**src/rtl/uart_tx_csr_sequencer.sv**
```systemverilog
// CSR-bus master: programs the UART baud/control CSRs after reset or on request,
// then drains a small byte FIFO into the UART by polling status, writing data and kicking send.
module uart_tx_csr_sequencer #(
   parameter int unsigned FIFO_DEPTH = 4,
   parameter logic [31:0] BAUD_DIV   = 32'd5208,
   parameter logic [31:0] CTRL_CFG   = 32'h0000_0023
) (
   input  logic        clk,
   input  logic        rst_n,
   input  logic        tx_valid,
   input  logic [7:0]  tx_data,
   output logic        tx_ready,
   input  logic        cfg_reload,
   output logic        csr_wr,
   output logic        csr_rd,
   output logic [2:0]  csr_addr,
   output logic [31:0] csr_wdata,
   input  logic [31:0] csr_rdata,
   output logic        init_done,
   output logic        err_data_bits,
   output logic [15:0] sent_count
);

   localparam int unsigned AW    = $clog2(FIFO_DEPTH);
   localparam int unsigned PW    = AW + 1;
   localparam int unsigned CSR_W = 37;
   localparam logic [2:0]  ADDR_BAUD = 3'd0;
   localparam logic [2:0]  ADDR_CTRL = 3'd1;
   localparam logic [2:0]  ADDR_STAT = 3'd2;
   localparam logic [2:0]  ADDR_DATA = 3'd3;
   localparam logic [31:0] SEND_BIT  = 32'h0000_0040;

   typedef enum logic [2:0] {
      CFG_BAUD, CFG_CTRL, IDLE, POLL, POLL_WAIT, WR_DATA, KICK, CLR
   } state_e;

   state_e           state;
   logic             started;
   logic             reload_pend;
   logic [CSR_W-1:0] csr_bus;
   logic [7:0]       mem [FIFO_DEPTH];
   logic [PW-1:0]    wr_ptr, rd_ptr, wr_ptr_nxt, rd_ptr_nxt;
   logic             push, pop, empty;
   logic [7:0]       head;
   logic             unused_rdata;

   assign {csr_wr, csr_rd, csr_addr, csr_wdata} = csr_bus;
   assign unused_rdata = ^{csr_rdata[31:3], csr_rdata[1]};

   // CSR bus image for a given state; registered on entry so outputs track the current state
   function automatic logic [CSR_W-1:0] csr_for(input state_e s, input logic [7:0] data);
      logic [CSR_W-1:0] v;
      v = '0;
      case (s)
         CFG_BAUD: v = {1'b1, 1'b0, ADDR_BAUD, BAUD_DIV};
         CFG_CTRL: v = {1'b1, 1'b0, ADDR_CTRL, CTRL_CFG};
         POLL:     v = {1'b0, 1'b1, ADDR_STAT, 32'h0};
         WR_DATA:  v = {1'b1, 1'b0, ADDR_DATA, 24'h0, data};
         KICK:     v = {1'b1, 1'b0, ADDR_CTRL, CTRL_CFG | SEND_BIT};
         CLR:      v = {1'b1, 1'b0, ADDR_CTRL, CTRL_CFG};
         default:  v = '0;
      endcase
      return v;
   endfunction

   assign push       = tx_valid && tx_ready;
   assign pop        = (state == WR_DATA);
   assign wr_ptr_nxt = wr_ptr + PW'(push);
   assign rd_ptr_nxt = rd_ptr + PW'(pop);
   assign empty      = (wr_ptr == rd_ptr);
   assign head       = mem[rd_ptr[AW-1:0]];

   // FIFO pointers; tx_ready is registered from the next-cycle pointers
   always_ff @(posedge clk or negedge rst_n) begin
      if (!rst_n) begin
         wr_ptr   <= '0;
         rd_ptr   <= '0;
         tx_ready <= 1'b1;
      end else begin
         wr_ptr   <= wr_ptr_nxt;
         rd_ptr   <= rd_ptr_nxt;
         tx_ready <= (wr_ptr_nxt != {~rd_ptr_nxt[AW], rd_ptr_nxt[AW-1:0]});
      end
   end

   always_ff @(posedge clk) begin
      if (push) mem[wr_ptr[AW-1:0]] <= tx_data;
   end

   // Sequencer; the start flop holds off the first CFG_BAUD write by one edge after reset
   always_ff @(posedge clk or negedge rst_n) begin
      if (!rst_n) begin
         state         <= CFG_BAUD;
         started       <= 1'b0;
         reload_pend   <= 1'b0;
         csr_bus       <= '0;
         init_done     <= 1'b0;
         err_data_bits <= 1'b0;
         sent_count    <= '0;
      end else begin
         if (!started) begin
            started <= 1'b1;
            csr_bus <= csr_for(CFG_BAUD, head);
         end else begin
            case (state)
               CFG_BAUD: begin
                  state   <= CFG_CTRL;
                  csr_bus <= csr_for(CFG_CTRL, head);
               end
               CFG_CTRL: begin
                  state       <= IDLE;
                  csr_bus     <= csr_for(IDLE, head);
                  init_done   <= 1'b1;
                  reload_pend <= 1'b0;
               end
               IDLE: begin
                  if (reload_pend) begin
                     state   <= CFG_BAUD;
                     csr_bus <= csr_for(CFG_BAUD, head);
                  end else if (!empty) begin
                     state   <= POLL;
                     csr_bus <= csr_for(POLL, head);
                  end else begin
                     csr_bus <= csr_for(IDLE, head);
                  end
               end
               POLL: begin
                  state   <= POLL_WAIT;
                  csr_bus <= csr_for(POLL_WAIT, head);
               end
               POLL_WAIT: begin
                  if (csr_rdata[2]) err_data_bits <= 1'b1;
                  if (csr_rdata[0]) begin
                     state   <= POLL;
                     csr_bus <= csr_for(POLL, head);
                  end else begin
                     state   <= WR_DATA;
                     csr_bus <= csr_for(WR_DATA, head);
                  end
               end
               WR_DATA: begin
                  state   <= KICK;
                  csr_bus <= csr_for(KICK, head);
               end
               KICK: begin
                  state   <= CLR;
                  csr_bus <= csr_for(CLR, head);
               end
               CLR: begin
                  state      <= IDLE;
                  csr_bus    <= csr_for(IDLE, head);
                  sent_count <= sent_count + 16'd1;
               end
               default: begin
                  state   <= IDLE;
                  csr_bus <= '0;
               end
            endcase
         end
         // A request landing on the CFG_CTRL edge must survive its clear
         if (cfg_reload) reload_pend <= 1'b1;
      end
   end

endmodule

```
**config.mk**
```make
export PLATFORM = sky130hd
export DESIGN_NAME = uart_tx_csr_sequencer
export DESIGN_NICKNAME = d
export VERILOG_FILES = /design/src/rtl/uart_tx_csr_sequencer.sv
export SDC_FILE = /design/constraint.sdc
export NUM_CORES = 1
export LEC_CHECK = 0
export ABC_CLOCK_PERIOD_IN_PS = 2380
export CAP_MARGIN = 20
export CORE_MARGIN = 2
export CORE_UTILIZATION = 46
export DETAILED_ROUTE_END_ITERATION = 16
export MAX_ROUTING_LAYER = met4
export PLACE_DENSITY = 0.79
export RECOVER_POWER = 100
export SYNTH_ARGS = -nofsm -noshare
export SYNTH_HDL_FRONTEND = slang
export SYNTH_SLANG_ARGS = --single-unit
```
**constraint.sdc**
```tcl
create_clock -name clk -period 2.38 [get_ports clk]
set_input_delay 0.238 -clock clk [delete_from_list [all_inputs] [get_ports clk]]
set_output_delay 0.238 -clock clk [all_outputs]
set_load 0.005 [all_outputs]
```
# [Word level (Yosys, flattened, before mapping)]
# Memory sizes are Yosys's and may differ from the RTL's.
# Index checks and enable logic that the tools add are counted.
[word_totals] reg_bits=67 mem_bits_ro=0 latchBits=0 out_inout_bits=56 wordCells=51 mem_count=1 ramBits=32
[mem_list] memory="mem" depth=4 width=8 read_ports=1 rd_clocked_by_memory_dff=0 write_ports=1 line="41" rtl="logic [7:0] mem [FIFO_DEPTH];"
[op_classes] muxes=14 eq_ne=10 bitwise=1 n_mul=0 n_div=0 shift=0 addsub=3 n_reduce_logical=12 order_cmp=0
[op_table] op="37-bit case mux with 5 select lines" count=1
[op_table] op="37-bit 2-to-1 mux" count=3
[op_table] op="36-bit 2-to-1 mux" count=1
[op_table] op="3-bit case mux with 7 select lines" count=1
[op_table] op="16-bit by 1-bit adder with 16-bit output, second input constant" count=1
[op_table] op="3-bit == test, second input constant" count=4
[op_table] op="3-bit 2-to-1 mux" count=3
[op_table] op="2-bit AND reduction" count=4
[op_table] op="3-bit by 1-bit adder with 3-bit output" count=2
[op_table] op="3-bit by 2-bit == test with 1-bit output, second input constant" count=2
[op_table] op="1-bit 2-to-1 mux" count=5
[op_table] op="2-bit nonzero test" count=2
[op_table] op="2-bit OR reduction" count=2
[op_table] op="3-bit by 1-bit == test with 1-bit output, second input constant" count=1
[op_table] op="3-bit == test" count=1
[op_table] op="3-bit zero test" count=1
[op_table] op="3-bit != test" count=1
[op_table] op="3-bit != test, second input constant" count=1
[op_table] op="3-bit AND reduction" count=1
[op_table] op="3-bit OR reduction" count=1
[op_table] op="1-bit logical AND" count=1
[op_table] op="1-bit NOT" count=1

# [Longest topological paths before layout]
[logic_depth] ltp_word=5 ltp_mapped=8 ltp_nobuf=8

# [Least setup slack after synthesis]
# No wires, ideal clock.
[synth_path] kind="register to register" from="reg state[1]" to="reg tx_ready" path_buffers=1 path_stages_with_launch=9 path_slack_ns=0.569 t_required_ns=2.292 setup_ns=0.088 period_less_slack_ns=1.811 t_arrival_ns=1.723 cell_sequence="dfrtp_1 > buf_2 > nor2_1 > and2_1 > ha_1 > ha_1 > xor2_1 > xnor2_1 > or3_1"
[synth_via] elab_chain_cells=4
[synth_rtl] element="from (decl)" line="37" rtl="state_e state;"
[synth_rtl] element="from (signal assigned)" line="93" rtl="state <= CFG_BAUD;"
[synth_rtl] element="from (signal assigned)" line="107" rtl="state <= CFG_CTRL;"
[synth_rtl] element="from (signal assigned)" line="111" rtl="state <= IDLE;"
[synth_rtl] element="3-bit == test" line="67" rtl="assign pop = (state == WR_DATA);"
[synth_rtl] element="3-bit by 1-bit adder with 3-bit output" line="69" rtl="assign rd_ptr_nxt = rd_ptr + PW'(pop);"
[synth_rtl] element="net rd_ptr_nxt[2]" line="42" rtl="logic [PW-1:0] wr_ptr, rd_ptr, wr_ptr_nxt, rd_ptr_nxt;"
[synth_rtl] element="1-bit NOT" line="82" rtl="tx_ready <= (wr_ptr_nxt != {~rd_ptr_nxt[AW], rd_ptr_nxt[AW-1:0]});"
[synth_rtl] element="3-bit != test" line="82"
[synth_rtl] element="to (signal assigned)" line="82"
[synth_rtl] element="to (decl)" line="12" rtl="output logic tx_ready,"
# The timed path passes the listed nets, and every way through them passes these cells.
# A chain may end at the register's enable or synchronous reset.

# [Final worst setup path]
[layout_path] from="reg state[2]" to="reg tx_ready"
# Same word-level chain as after synthesis.

==> impl_summary.txt <==
----------------------------------------------------
[Synth]
  Combined area of all synthesized cells ... 3200 µm²
  Post-synth EDFFs ... 32
  Dominant synthesized flop cell ... sky130_fd_sc_hd__dfrtp_1
  Count of mapped cells out of synthesis ... 227
  Mean post-synth cell area ... 14.1 µm²
  Number of synthesis warnings ... 0
  Proportion of register bits with asynchronous set or reset after synthesis ... 57.3%
  Number of synthesized register bits ... 75
  Proportion of synthesized chip area in sequential cells ... 63.7%
  Synth unique cells ... 43

[Global routing]
  Vias in the first global route ... 1754
  Global routing usage summed across all routing layers ... 15.5%
  Wire length of the first global-routing pass ... 8.46 mm
  Maximum number of pins on one net before global-route repair ... 44
  Global route overflow ... 0
  Initial antenna violation count ... 0

[Die]
  Core area ... 6760 µm²
  Initial Utilization ... 47.4%
  Die extent in x ... 87.4 µm
  Area enclosed by the die boundary ... 7640 µm²
  Die height ... 87.4 µm
  Count of boundary I/O pins ... 100
  Cell row count ... 30

[Placed design]
  Weighted congestion reported at the end of routability-driven placement ... 0.821
  Buffers added on ports ... 46
  Placed wire-length estimate after detailed placement ... 3.61 mm

[Clock tree]
  Root Buffer Master ... sky130_fd_sc_hd__clkbuf_8
  Post-CTS Hold Buffers ... 0
  TritonCTS clock tree ... yes
  Number of gates resized after CTS ... 0
  Skew-Pair Late Insertion Delay ... 0.35 ns
  Clock slew seen by the registers of the worst setup and hold paths ... 0.08 ns
  Number of clock sinks seen by CTS ... 75
  Total number of H-tree levels ... 3
  Inserted Clock Buffers ... 9
  Buffers inserted during post-CTS setup optimization ... 0
  Maximum buffer depth of the clock tree ... 2

[Detailed routing]
  Via density ... 4.99
  Detailed-route wire length ... 5.17 mm
  Routed length per instance ... 14.2 µm
  DRC violation count after routing ... 0
  DR vias ... 1823
  Post-route ant nets ... 0
  Initial DRC Count ... 104
  Detailed-router iteration count before antenna repair ... 4

[Critical path]
  Endpoint of the most critical register-to-register path ... tx_ready
  Type of the worst setup path ... flop to flop
  Cell count of the worst reg-to-reg path ... 8
  Critical R2R Launch ... state[2]
  Required time at the worst-slack endpoint ... 2.65 ns
  Startpoint kind of the worst setup timing path ... flop
  Reg-to-reg slack, setup ... 0.38 ns
  Worst path arrival time ... 2.27 ns
  Start point of the critical path ... state[2]
  Maximum fanout count along the critical path ... 6
  Crit end category ... flop

[Finish]
  Share of final-layout standard cells stronger than drive strength 1 ... 11.2%
  Fill cell instance count of the final layout ... 559
  Number of nets in the layout ... 329
  Area used by multi-input combinational logic ... 993 µm²
  Layout Area Growth over Synthesis ... 19.8%
  Storage element area ... 2040 µm²
  Antenna Cells ... 0

[STA]
  Count of endpoints failing setup in the final report ... 0
  Setup TNS Final ... 0 ns
  Ratio of final minimum period to clock period ... 83.9%
  Max Slew Vio Count ... 0
  Setup repair after global routing missed its margin ... false
  Worst-case headroom to the max-slew limit ... 37.8%
  Smallest hold slack ... 0.0235 ns
  Max frequency ... 501 MHz
  Final setup skew ... 0.00731 ns
  Minimum clock period after layout ... 2.00 ns
  Worst-Margin Slew ... 0.933 ns
  Final number of hold-violating endpoints ... 0

[Pwr]
  Power share of the sequential group ... 48.7%
  Overall power after layout ... 3.77 mW
  Sw Share ... 30.0%
  Combinational group share of total power ... 24.6%
  Switching power ... 1.13 mW
  Pwr per Cell Area ... 984 nW/µm²
  Internal power summed over all cells ... 2.64 mW
  Clock power share ... 26.6%
  Leak Pwr ... 1.67 nW
  Largest voltage drop on the vdd net ... 0.000644 V

[Status]
  Run status ... finished, final reports clean

[Flow run]
  Max cap viols ... 0

[Min path]
  Hold/Removal Path Class ... input port to async pin

----------------------------------------------------
[metrics by stage]
step / setup slack (ns) / instances / utilization (%) / area, µm²
6_report: 0.383 / 365 / 56.8 / 3830
3_5_place_dp: 0.381 / 349 / 54.0 / 3650
4_1_cts: 0.399 / 365 / 57.1 / 3860
2_1_floorplan: 0.569 / 249 / - / 3280
5_1_grt: 0.170 / 365 / 56.8 / 3830
3_3_place_gp: 0.411 / 349 / 54.0 / 3650
[worst max path at each step]
stage	to	slack, ns	cells after the start
6_report	tx_ready	0.38	8
5_1_grt	tx_ready	0.17	8
4_1_cts	tx_ready	0.40	8
3_5_place_dp	tx_ready	0.38	8
3_3_place_gp	tx_ready	0.41	8
2_1_floorplan	tx_ready	0.57	8
[cells in the final DEF, fill, tap and decap left out, types with 2 or more instances in the layout]
master / count
sky130_fd_sc_hd__dfrtp_1: 42
sky130_fd_sc_hd__dlygate4sd3_1: 41
sky130_fd_sc_hd__edfxtp_1: 32
sky130_fd_sc_hd__conb_1: 24
sky130_fd_sc_hd__nand2_1: 14
sky130_fd_sc_hd__xnor2_1: 13
sky130_fd_sc_hd__xor2_1: 10
sky130_fd_sc_hd__clkbuf_8: 9
sky130_fd_sc_hd__mux4_2: 8
sky130_fd_sc_hd__inv_1: 6
sky130_fd_sc_hd__nor3_1: 6
sky130_fd_sc_hd__a21oi_1: 6
sky130_fd_sc_hd__nand3_1: 6
sky130_fd_sc_hd__nor2b_1: 5
sky130_fd_sc_hd__nand4_1: 5
sky130_fd_sc_hd__ha_1: 5
sky130_fd_sc_hd__clkbuf_1: 5
sky130_fd_sc_hd__nor2_1: 4
sky130_fd_sc_hd__clkdlybuf4s50_1: 4
sky130_fd_sc_hd__a21o_1: 3
sky130_fd_sc_hd__and3_1: 3
sky130_fd_sc_hd__inv_6: 3
sky130_fd_sc_hd__a211oi_1: 2
sky130_fd_sc_hd__nor3b_1: 2
sky130_fd_sc_hd__or2_2: 2
sky130_fd_sc_hd__and4_1: 2
sky130_fd_sc_hd__o21ai_0: 2
sky130_fd_sc_hd__clkinvlp_4: 2
[routing by layer]
metal  vias to the layer above  part of all wire (%)  GRT usage [%]
met5                         -                     0              -
met4                         0                   1.1           5.03
met3                         6                   5.7           6.07
met2                        74                    49           23.4
met1                       881                    44           19.4
li1                        862                     -              -
[final cells by class]
cell class	count	area share (%)
clock inverter	7	2.15
inverter	6	0.587
multi-input combinational	137	25.9
timing repair buffer	51	12.4
tap	80	2.61
sequential	75	53.1
clock buffer	9	3.23
[state kept, by name, summed over array words and instances, names as in the netlist]
signal,count
started,1
rd_ptr,3
mem,32
csr_bus,13
state,3
wr_ptr,3
tx_ready,1
reload_pend,1
init_done,1
sent_count,16
err_data_bits,1
[power groups by stage]
stage | clock network, mW | logic (mW) | registers [mW]
after global placement | 0 | 0.987 | 1.86
after CTS | 1.02 | 1.02 | 1.85
after floorplan | 0 | 0.718 | 1.77
final | 1.00 | 0.930 | 1.84
after detailed placement | 0 | 1.01 | 1.87
after global routing | 1.10 | 1.04 | 1.87
[synthesized netlist by cell type (5+ instances only)]
cell	count	area, µm²
sky130_fd_sc_hd__xnor2_1	13	114
sky130_fd_sc_hd__nand4_1	5	31.3
sky130_fd_sc_hd__xor2_1	10	87.6
sky130_fd_sc_hd__nor2b_1	5	31.3
sky130_fd_sc_hd__inv_1	6	22.5
sky130_fd_sc_hd__nand2_1	14	52.6
sky130_fd_sc_hd__nor3_1	6	30.0
sky130_fd_sc_hd__nand3_1	6	30.0
sky130_fd_sc_hd__edfxtp_1	32	961
sky130_fd_sc_hd__buf_4	26	195
sky130_fd_sc_hd__ha_1	5	62.6
sky130_fd_sc_hd__dfrtp_1	42	1050
sky130_fd_sc_hd__a21oi_1	6	30.0
sky130_fd_sc_hd__mux4_2	8	180
[critical path: stages (launching register included)]
cell and delay [ns]:
sky130_fd_sc_hd__dfrtp_1 0.43, sky130_fd_sc_hd__inv_1 0.14, sky130_fd_sc_hd__nor2_1 0.08, sky130_fd_sc_hd__and2_0 0.18
sky130_fd_sc_hd__ha_1 0.19, sky130_fd_sc_hd__ha_1 0.18, sky130_fd_sc_hd__xor2_1 0.23, sky130_fd_sc_hd__xnor2_1 0.10
sky130_fd_sc_hd__or3_1 0.37
[logic make-up (layout without fill, tap and decap cells)]
logic type | Yosys count | in the layout | synth area share, %
AO/OA/AOI/OAI | 18 | 18 | 3.71
XOR/XNOR | 23 | 23 | 6.29
adder cells (fa/ha/maj) | 6 | 6 | 2.27
buffers and inverters | 37 | 73 | 7.74
flip-flops | 75 | 75 | 63.7
multiplexers | 9 | 9 | 5.98
other | 2 | 24 | 0.235
AND/OR/NAND/NOR | 57 | 57 | 10.1
Note: power is estimated with default switching activity, not from simulation.
